[src/rtl/pdp8_trace_buffer.sv]
// Trace capture for the PDP-8 core: memory and branch events merged into one
// circular record buffer, read out first-word-fall-through over valid/ready.
module pdp8_trace_buffer #(
   parameter int unsigned DEPTH     = 64,
   parameter int unsigned AW        = 12,
   parameter int unsigned DW        = 12,
   parameter int unsigned WRAP_MODE = 1,
   parameter int unsigned DROP_W    = 8
) (
   input  logic                      clk,
   input  logic                      reset,
   input  logic                      enable,
   input  logic                      freeze,
   input  logic                      clear,
   input  logic                      mem_valid,
   input  logic                      mem_write,
   input  logic                      mem_ifetch,
   input  logic [AW-1:0]             mem_addr,
   input  logic [DW-1:0]             mem_data,
   input  logic                      br_valid,
   input  logic [1:0]                br_kind,
   input  logic                      br_taken,
   input  logic [AW-1:0]             br_pc,
   input  logic [AW-1:0]             br_target,
   output logic                      rd_valid,
   input  logic                      rd_ready,
   output logic [3+AW+DW-1:0]        rd_data,
   output logic [$clog2(DEPTH):0]    count,
   output logic                      overflow,
   output logic [DROP_W-1:0]         drop_count
);

   localparam int unsigned PW = $clog2(DEPTH);
   localparam int unsigned CW = PW + 1;
   localparam int unsigned RW = 3 + AW + DW;

   localparam logic [2:0] T_IF     = 3'd0;
   localparam logic [2:0] T_DR     = 3'd1;
   localparam logic [2:0] T_DW     = 3'd2;
   localparam logic [2:0] T_BR_SUB = 3'd3;
   localparam logic [2:0] T_BR_UNC = 3'd4;
   localparam logic [2:0] T_BR_CT  = 3'd5;
   localparam logic [2:0] T_BR_CNT = 3'd6;

   function automatic logic [2:0] mem_type(input logic wr, input logic ifetch);
      logic [2:0] t;
      if (wr) begin
         t = T_DW;
      end else if (ifetch) begin
         t = T_IF;
      end else begin
         t = T_DR;
      end
      return t;
   endfunction

   // Kind 3 is unused by the core; it is recorded as an unconditional branch.
   function automatic logic [2:0] br_type(input logic [1:0] kind, input logic taken);
      logic [2:0] t;
      case (kind)
         2'd0:    t = T_BR_SUB;
         2'd1:    t = T_BR_UNC;
         2'd2:    t = taken ? T_BR_CT : T_BR_CNT;
         default: t = T_BR_UNC;
      endcase
      return t;
   endfunction

   function automatic logic [DW-1:0] fit_data(input logic [AW-1:0] a);
      logic [AW+DW-1:0] wide;
      wide = {{DW{1'b0}}, a};
      return wide[DW-1:0];
   endfunction

   logic [PW-1:0]     wr_ptr_q, wr_ptr_d;
   logic [PW-1:0]     rd_ptr_q, rd_ptr_d;
   logic [CW-1:0]     count_q, count_d;
   logic              overflow_q, overflow_d;
   logic [DROP_W-1:0] drop_q, drop_d;
   logic              skid_v_q, skid_v_d;
   logic [RW-1:0]     skid_q, skid_d;
   logic              rd_valid_q, rd_valid_d;
   logic [RW-1:0]     rd_data_q, rd_data_d;
   logic [RW-1:0]     mem_q [DEPTH];

   logic              cap_s, mem_ev_s, br_ev_s;
   logic [RW-1:0]     mem_rec_s, br_rec_s;
   logic              src_v_s;
   logic [RW-1:0]     src_rec_s;
   logic              skid_drop_s, buf_drop_s;
   logic              full_s, pop_s, wr_en_s;
   logic [1:0]        drop_inc_s;
   logic [DROP_W+1:0] drop_sum_s;

   // Event qualification and write-source arbitration (memory, then skid, then branch).
   always_comb begin
      cap_s       = enable & ~freeze & ~clear;
      mem_ev_s    = cap_s & mem_valid;
      br_ev_s     = cap_s & br_valid;
      mem_rec_s   = {mem_type(mem_write, mem_ifetch), mem_addr, mem_data};
      br_rec_s    = {br_type(br_kind, br_taken), br_pc, fit_data(br_target)};
      src_v_s     = 1'b0;
      src_rec_s   = {RW{1'b0}};
      skid_v_d    = skid_v_q;
      skid_d      = skid_q;
      skid_drop_s = 1'b0;
      if (mem_ev_s) begin
         src_v_s   = 1'b1;
         src_rec_s = mem_rec_s;
         if (br_ev_s && skid_v_q) begin
            skid_drop_s = 1'b1;
         end else if (br_ev_s) begin
            skid_v_d = 1'b1;
            skid_d   = br_rec_s;
         end else begin
            skid_v_d = skid_v_q;
         end
      end else if (skid_v_q) begin
         // The skid drains even with capture off: its event was already accepted.
         src_v_s   = 1'b1;
         src_rec_s = skid_q;
         if (br_ev_s) begin
            skid_v_d = 1'b1;
            skid_d   = br_rec_s;
         end else begin
            skid_v_d = 1'b0;
         end
      end else if (br_ev_s) begin
         src_v_s   = 1'b1;
         src_rec_s = br_rec_s;
      end else begin
         src_v_s = 1'b0;
      end
      if (clear) begin
         skid_v_d = 1'b0;
      end else begin
         skid_v_d = skid_v_d;
      end
   end

   // Pointer, occupancy, flag and drop-counter next state.
   always_comb begin
      full_s     = (count_q == CW'(DEPTH));
      pop_s      = rd_valid_q & rd_ready;
      wr_en_s    = 1'b0;
      buf_drop_s = 1'b0;
      wr_ptr_d   = wr_ptr_q;
      rd_ptr_d   = rd_ptr_q;
      count_d    = count_q;
      overflow_d = overflow_q;
      if (src_v_s && full_s && !pop_s) begin
         if (WRAP_MODE != 0) begin
            wr_en_s    = 1'b1;
            wr_ptr_d   = wr_ptr_q + PW'(1);
            rd_ptr_d   = rd_ptr_q + PW'(1);
            overflow_d = 1'b1;
         end else begin
            buf_drop_s = 1'b1;
         end
      end else if (src_v_s) begin
         wr_en_s  = 1'b1;
         wr_ptr_d = wr_ptr_q + PW'(1);
         if (pop_s) begin
            rd_ptr_d = rd_ptr_q + PW'(1);
         end else begin
            count_d = count_q + CW'(1);
         end
      end else if (pop_s) begin
         rd_ptr_d = rd_ptr_q + PW'(1);
         count_d  = count_q - CW'(1);
      end else begin
         count_d = count_q;
      end

      drop_inc_s = {1'b0, skid_drop_s} + {1'b0, buf_drop_s};
      drop_sum_s = {2'b00, drop_q} + {{DROP_W{1'b0}}, drop_inc_s};
      if (drop_sum_s > {2'b00, {DROP_W{1'b1}}}) begin
         drop_d = {DROP_W{1'b1}};
      end else begin
         drop_d = drop_sum_s[DROP_W-1:0];
      end

      if (clear) begin
         wr_en_s    = 1'b0;
         wr_ptr_d   = {PW{1'b0}};
         rd_ptr_d   = {PW{1'b0}};
         count_d    = {CW{1'b0}};
         overflow_d = 1'b0;
         drop_d     = {DROP_W{1'b0}};
      end else begin
         overflow_d = overflow_d;
      end
   end

   // Head-of-buffer lookahead so rd_data can be a register; a record written
   // this cycle into the slot that becomes the head is forwarded directly.
   always_comb begin
      rd_valid_d = (count_d != {CW{1'b0}});
      if (count_d == {CW{1'b0}}) begin
         rd_data_d = {RW{1'b0}};
      end else if (wr_en_s && (wr_ptr_q == rd_ptr_d)) begin
         rd_data_d = src_rec_s;
      end else begin
         rd_data_d = mem_q[rd_ptr_d];
      end
   end

   // Control state registers.
   always_ff @(posedge clk or posedge reset) begin
      if (reset) begin
         wr_ptr_q   <= {PW{1'b0}};
         rd_ptr_q   <= {PW{1'b0}};
         count_q    <= {CW{1'b0}};
         overflow_q <= 1'b0;
         drop_q     <= {DROP_W{1'b0}};
         skid_v_q   <= 1'b0;
         skid_q     <= {RW{1'b0}};
         rd_valid_q <= 1'b0;
         rd_data_q  <= {RW{1'b0}};
      end else begin
         wr_ptr_q   <= wr_ptr_d;
         rd_ptr_q   <= rd_ptr_d;
         count_q    <= count_d;
         overflow_q <= overflow_d;
         drop_q     <= drop_d;
         skid_v_q   <= skid_v_d;
         skid_q     <= skid_d;
         rd_valid_q <= rd_valid_d;
         rd_data_q  <= rd_data_d;
      end
   end

   // Record storage; contents are only visible through rd_data_q, so no reset.
   always_ff @(posedge clk) begin
      if (wr_en_s) begin
         mem_q[wr_ptr_q] <= src_rec_s;
      end
   end

   assign rd_valid   = rd_valid_q;
   assign rd_data    = rd_data_q;
   assign count      = count_q;
   assign overflow   = overflow_q;
   assign drop_count = drop_q;

endmodule

[config.mk]
export PLATFORM = sky130hd
export DESIGN_NAME = pdp8_trace_buffer
export DESIGN_NICKNAME = d
export VERILOG_FILES = /design/src/rtl/pdp8_trace_buffer.sv
export SDC_FILE = /design/constraint.sdc
export NUM_CORES = 2
export LEC_CHECK = 0
export ABC_AREA = 0
export CAP_MARGIN = 5
export CORE_MARGIN = 2
export CORE_UTILIZATION = 40
export DETAILED_ROUTE_END_ITERATION = 12
export PLACE_DENSITY_LB_ADDON = 0.2
export SLEW_MARGIN = 20
export SYNTH_ARGS = -nofsm -noshare
export SYNTH_HDL_FRONTEND = slang
export SYNTH_SLANG_ARGS = --single-unit
[constraint.sdc]
create_clock -name clk -period 4.6 [get_ports clk]
set_input_delay 0.92 -clock clk [delete_from_list [all_inputs] [get_ports clk]]
set_output_delay 0.92 -clock clk [all_outputs]
set_load 0.03 [all_outputs]
* Yosys cells after proc, flatten, opt, wreduce, memory -nomap -nowiden *
Memories as Yosys holds them, arrays and structs flattened.
Index checks and enable logic that the tools add are counted.

storage, ports and cells
  flip-flop bits (word level) = 84
  bits in latches = 0
  bits in writable memories = 1728
  bits in read-only memories = 0
  input port bits = 61
  output and inout port bits = 44
  logic and storage cells = 85
  memories kept = 1

memories
  memory  depth  bits a word  rd ports  clocked after memory_dff  wr ports  line  source
  mem_q   64     27           1         0                         1         84    logic [RW-1:0] mem_q [DEPTH];

cells by class
  add/subtract/negate cells = 5
  multiply operators = 0
  div/mod/pow operators = 0
  magnitude comparators = 1
  equal/unequal tests = 6
  shifts and indexed selects = 0
  muxes and demuxes = 43
  bitwise logic cells = 7
  reductions and logical operators = 13

operators with widths
  operator             count
  $mux 27              9
  $mux 6               6
  $mux 7               5
  $mux 1               18
  $mux 8               2
  $add 6x1->6 const B  2
  $add 8x1->9          1
  $gt 9x8->1 const B   1
  $add 7x1->7 const B  1
  $eq 7x7->1 const B   1
  $logic_not 7->1      1
  $reduce_bool 7->1    1
  $sub 7x1->7 const B  1
  $eq 6x6->1           1
  $pmux 3 s2           1
  $and 1x1->1          5
  $logic_and 1x1->1    4
  $mux 2               2
  $reduce_and 2->1     2
  $reduce_bool 2->1    2
  $ne 3x2->1 const B   1
  $ne 3x3->1 const B   1
  $reduce_bool 3->1    1
  $eq 2x2->1 const B   1
  other kinds (4)      5

* Logic depth before layout (Yosys ltp) *
  depth in word-level cells = 15
  depth in mapped cells = 16
  mapped depth without buffers = 12

* Least setup slack after synthesis *
No wires, ideal clock.

  path type = input to register
  start point = input clear
  end point = memory mem_q[0][10] in the netlist's numbering, data pin
  library setup time = 712 ps
  data arrival time = 4764 ps
  required time = 3888 ps
  setup slack = -876 ps
  cell stages on the path = 7
  buffers on the path = 2
  cell sequence = buf_6 nor3b_4 nand2_1 nor2_1 clkbuf_1 a22oi_1 o21ai_0

on the way
  word-level cells in the longest chain between the ends = 6
  elaborated cells on any way between the ends = 7
  those cells by class = mux: 3; bitwise: 4

RTL lines
  item               line  source
  from (decl)        14    input logic clear,
  $not 1->1 (*)      97    cap_s = enable & ~freeze & ~clear;
  $and 1x1->1 (*)    97
  $and 1x1->1        99    br_ev_s = cap_s & br_valid;
  $mux 27            128   end else if (br_ev_s) begin
  $mux 27            118   end else if (skid_v_q) begin
  $mux 27 (*)        107   if (mem_ev_s) begin
  net src_rec_s[10]  89    logic [RW-1:0] src_rec_s;
  to (decl)          84

Mark *: on every way through the listed nets, which the timed path passes. The rest lies on a longest branch.

* Worst setup path after layout *
  start point = input br_valid
  end point = register rd_data_q[19], in the netlist rd_data[19]

on the way
  word-level cells in the longest chain between the ends = 12
  elaborated cells on any way between the ends = 23
  those cells by class = eq/ne: 1; mux: 16; bitwise: 1; reduce/logical: 4; memory: 1

RTL lines
  item                                                                    line  source
  from (decl)                                                             20    input logic br_valid,
  $and 1x1->1 (*)                                                         99
  parallel branches: the longest is 10 deep, another holds $mem_v2 64x27  n/a
  $mux 27 (*)                                                             199   if (count_d == {CW{1'b0}}) begin
  net rd_data_d[19]                                                       83    logic [RW-1:0] rd_data_q, rd_data_d;
  to (signal assigned)                                                    219   rd_data_q <= {RW{1'b0}};
  to (signal assigned)                                                    229   rd_data_q <= rd_data_d;
  to (decl)                                                               83

Mark *: on every way through the listed nets, which the timed path passes.
A chain may end at the register's enable or synchronous reset.

==> impl_summary.md <==
Drt
In the routed design, unresolved DRC markers number 0. Detailed routing inserted a total of roughly 47k vias. The detail route stage leaves a number of antenna-violating nets equal to 0.

The wire length per cell is approximately 28 µm. The average via count per standard cell is 5.756. Summed over all layers, the routed wires come to roughly 230000 µm. The detailed router finished its first iteration with 4807 violations.

For this run, the detailed router's first-pass iteration total came to 6.

Setup path
The endpoint arrival time on the critical path is 5.08 ns. The endpoint type of the worst setup path is a register. The worst setup path category is in -> reg. The kind of launch point of the worst setup path is a primary input.

The flop-to-flop setup slack is between 0.2 and 0.3 ns. By instance count, the cell type seen most on the critical path is sky130_fd_sc_hd__buf_4. The largest fanout on the critical path is 34.

The critical path's slowest cell is sky130_fd_sc_hd__a311oi_1. On the worst path, the slowest cell contributes a delay of around 0.68 ns. The critical path goes through clkdlybuf4s50_1 -> or2_0 -> buf_4 -> a211o_1 -> a21boi_0 -> buf_4 -> o21ai_4 -> buf_12 -> nor2_4 -> buf_12 -> buf_4 -> nand3_1 -> a311oi_1 -> and4_1 -> buf_4 -> a2111oi_2. The critical path required time is between 5 and 6 ns.

STA
The transition at the pin with the smallest max-transition slack is roughly 1.1 ns. The max-slew violation count is 0. Setup violations remaining at the end of the flow were counted as 0. Timing would allow up to 229.1 MHz.

The final clock skew is 0.03514 ns. Measured against its own limit, the worst slew margin works out to 0.2786. Setup repair after global routing left no endpoint under its margin. After layout, the minimum clock period comes to 4.364 ns. The count of endpoints failing hold in the final timing report is 0. In the finished design, the share of the clock period the worst path needs comes to 0.9488. Setup slack closes at roughly 0.24 ns.

Cells and area
After routing the design area is slightly below 0.09 mm². The number of nets in the final layout is ~5.7k. In the final layout, flip-flops and latches occupy between 0.05 and 0.06 mm². The number of cells in the finished layout apart from fillers is between 8k and 9k. The fraction of layout instances using a drive strength above 1 is 0.1745.

The count of fill cells added during filler insertion is between 15k and 20k. Relative to the synthesized area, the layout overhead comes to 21.26%. Once layout is complete, the utilization of the core stands at 0.4895. In the final layout, the multi-input gates occupy roughly 0.017 mm².

Logic synthesis
In the synthesized netlist the async set-or-reset flop fraction comes to 0.04636. The distinct cell type count after synthesis is 62. The number of flops mapped to enable cells by yosys is between 1.5k and 2k. Averaged over all synthesized cells, the footprint is 13.98 µm². The total of flip-flops plus latches after synthesis is between 1.5k and 2k. In the synthesized netlist the dominant register cell turns out to be sky130_fd_sc_hd__edfxtp_1. The synthesis warning total is 0. For this run, the register share of the synthesized area comes to 0.7570. The post-synthesis net count is approximately 5.2k. The synthesized instance count is a little over 5k. The cell area after technology mapping is 0.07132 mm².

Place
The congestion estimate from routability-driven global placement came to a little under 0.9. Summed over all nets, the half-perimeter wirelength after detailed placement is 142400 µm. The setup slack after placement is -0.5219 ns. The cell count after placement is ~7.8k. The total cell area at the placement stage is 0.08053 mm².

The quantity of I/O buffers inserted on ports is approximately 100.

Clock network
The number of buffers inserted to repair setup after CTS is 0. In this run, post-CTS hold repair placed 0 buffers. The clock passes through at most 3 buffers. TritonCTS built the clock tree. In this run the clock root is driven by a sky130_fd_sc_hd__clkbuf_16. The CTS H-tree depth is 4. The post-cts sizing count is 0. The clock buffer count from CTS is 184. Clock latency on the worst-skew pair, taken at its later pin, is between 0.8 and 0.9 ns. The count of clock tree sinks is roughly 1.8k. After clock tree synthesis, the clock-pin slew on the worst setup and hold paths is about 0.070 ns.

GRT
The met2 capacity usage during global routing is 0.4018. The wire length of the first global-routing pass is roughly 330000 µm. In this run the most used layer during global routing was met2. The via count of the first global-routing pass is 44.66k. Summed over all layers, the global routing overflow is 0. The largest net degree at the start of global routing is 66. For this run, the total global-route usage over all layers was measured as 0.2492. The number of antenna violations at the first check in global routing is 9.

The met3 global-route usage is 0.03636. For this run, global-route usage on met1 was measured as 0.3334.

Power
The peak supply drop is between 0.3 and 0.4 mV. Summed over all cells, the static leakage comes to 30.41 nW. The final total power is about 39 mW.

The power density normalized to cell area is around 450 mW/mm².

Floorplanning
The die is 426.3 µm tall. The initial core utilization is 0.4037. The floorplan step defined a die boundary enclosing around 0.18 mm².

In this run the count of I/O pins placed on the die edge is ~110. The floorplan has about 150 rows. The horizontal die dimension is 426.3 µm. The core region is approximately 0.18 mm².

Outcome
The run finished with clean final reports.

Min path
The class of the tightest hold or removal check is reg -> reg.

Run
The number of max-cap violations is 0.
-- worst max-delay path, delay by kind of cell --
kind                   cells  cell delay, ns
AOI/OAI and AO/OA          5            1.32
buffers and inverters      7            1.63
and+or+nand+nor            4            1.15
-- path summary, 6_finish.rpt --
path,end,cells after the start,from
worst max-delay path,rd_data[19],16,br_valid
worst min-delay path,skid_q[26],2,skid_q[26]
worst max register to register,rd_data[19],14,count[0]
worst min register to register,skid_q[26],2,skid_q[26]
max in group asynchronous,skid_q[4],3,reset
min in group asynchronous,skid_q[0],2,reset
-- per-layer routing --
metal | vias up | wire length, µm | part of all wire
met5 | - | 13 | 0.000057
met4 | 2 | 11250 | 0.049
met3 | 412 | 15410 | 0.067
met2 | 1850 | 108600 | 0.48
met1 | 23970 | 93250 | 0.41
li1 | 20470 | - | -
-- power by group --
group / total (mW) / switching, mW / internal [mW] / leakage (nW)
combinational: 5.23 / 3.35 / 1.88 / 9.97
clock: 14.8 / 6.41 / 8.39 / 2.91
sequential: 18.5 / 0.350 / 18.2 / 17.5
-- cell families after synthesis --
kind of cell / count (synthesis) / synth area share
flops: 1812 / 0.7570
xor+xnor: 22 / 0.002702
buf+inv: 363 / 0.01961
compound gates: 785 / 0.08407
simple gates: 2031 / 0.1237
fa+ha+maj: 7 / 0.001228
mux: 80 / 0.01168
-- state kept, by name, summed over array words and instances (netlist names) --
name,count
rd_ptr_q,6
count,7
wr_ptr_q,6
overflow,1
drop_count,8
rd_data,27
skid_q,27
rd_valid,1
skid_v_q,1
mem_q,1728
-- metrics by stage --
stage,hold slack (ns),setup TNS [ns]
finish,0.4821,0
global route,0.5211,0
CTS,0.4855,0
detailed placement,0.4718,-8.260
global placement,0.4684,-8.464
floorplan,0.4502,-264.23
-- cells in the mapped netlist (34+ instances only) --
| cell | n | area, µm² |
|---|---|---|
| sky130_fd_sc_hd__and4_1 | 55 | 481.7 |
| sky130_fd_sc_hd__o2111ai_1 | 54 | 473.0 |
| sky130_fd_sc_hd__nand2_1 | 1409 | 5289 |
| sky130_fd_sc_hd__nand3_1 | 175 | 875.8 |
| sky130_fd_sc_hd__o22ai_1 | 56 | 350.3 |
| sky130_fd_sc_hd__nor2_1 | 127 | 476.7 |
| sky130_fd_sc_hd__edfxtp_1 | 1728 | 51890 |
| sky130_fd_sc_hd__a21oi_1 | 70 | 350.3 |
| sky130_fd_sc_hd__a31oi_1 | 138 | 863.3 |
| sky130_fd_sc_hd__a2bb2oi_1 | 54 | 473.0 |
| sky130_fd_sc_hd__mux2i_1 | 54 | 540.5 |
| sky130_fd_sc_hd__o21ai_0 | 34 | 170.2 |
| sky130_fd_sc_hd__clkbuf_1 | 314 | 1179 |
| sky130_fd_sc_hd__and3_1 | 190 | 1189 |
| sky130_fd_sc_hd__a32oi_1 | 55 | 481.7 |
| sky130_fd_sc_hd__a211oi_1 | 85 | 638.1 |
| sky130_fd_sc_hd__dfrtp_1 | 84 | 2102 |
| sky130_fd_sc_hd__a311oi_1 | 160 | 1401 |
-- layout by cell type, fill, tap and decap left out, types with 8 or more instances in the layout --
master / Yosys / final
sky130_fd_sc_hd__dfrtp_1: 84 / 84
sky130_fd_sc_hd__nor2_1: 127 / 59
sky130_fd_sc_hd__a31oi_1: 138 / 138
sky130_fd_sc_hd__nand2_1: 1409 / 1407
sky130_fd_sc_hd__o21ai_4: 0 / 27
sky130_fd_sc_hd__clkbuf_1: 314 / 31
sky130_fd_sc_hd__xor2_1: 8 / 8
sky130_fd_sc_hd__diode_2: 0 / 8
sky130_fd_sc_hd__and3_1: 190 / 190
sky130_fd_sc_hd__mux2i_1: 54 / 54
sky130_fd_sc_hd__a2111oi_1: 8 / 8
sky130_fd_sc_hd__clkinv_1: 1 / 48
sky130_fd_sc_hd__o2111ai_1: 54 / 54
sky130_fd_sc_hd__clkinv_2: 0 / 36
sky130_fd_sc_hd__a211oi_1: 85 / 85
sky130_fd_sc_hd__clkdlybuf4s50_1: 0 / 103
sky130_fd_sc_hd__buf_12: 0 / 118
sky130_fd_sc_hd__a2bb2oi_1: 54 / 54
sky130_fd_sc_hd__a2111oi_2: 17 / 16
sky130_fd_sc_hd__nor4_1: 29 / 29
sky130_fd_sc_hd__o22ai_1: 56 / 56
sky130_fd_sc_hd__a311oi_1: 160 / 159
sky130_fd_sc_hd__buf_4: 0 / 458
sky130_fd_sc_hd__a22oi_1: 26 / 26
sky130_fd_sc_hd__nand3_1: 175 / 175
sky130_fd_sc_hd__xnor2_1: 14 / 14
sky130_fd_sc_hd__mux2_2: 26 / 26
sky130_fd_sc_hd__nor2_2: 0 / 26
sky130_fd_sc_hd__a32oi_1: 55 / 55
sky130_fd_sc_hd__a21oi_1: 70 / 68
sky130_fd_sc_hd__edfxtp_1: 1728 / 1728
sky130_fd_sc_hd__o21ai_0: 34 / 8
sky130_fd_sc_hd__and4_1: 55 / 54
sky130_fd_sc_hd__clkbuf_16: 0 / 189
sky130_fd_sc_hd__bufinv_16: 0 / 14
sky130_fd_sc_hd__nor2_4: 0 / 42
-- final cells by class --
type	instances	share of cell area
well taps	2340	0.03385
diodes	8	0.0002315
inverters	11	0.0006655
flip-flops and latches	1812	0.6243
clock buffers	225	0.05683
clock inverters	112	0.01179
multi-input cells	2925	0.1933
repair buffers	680	0.07905
Power figures use the tool's default switching activity.
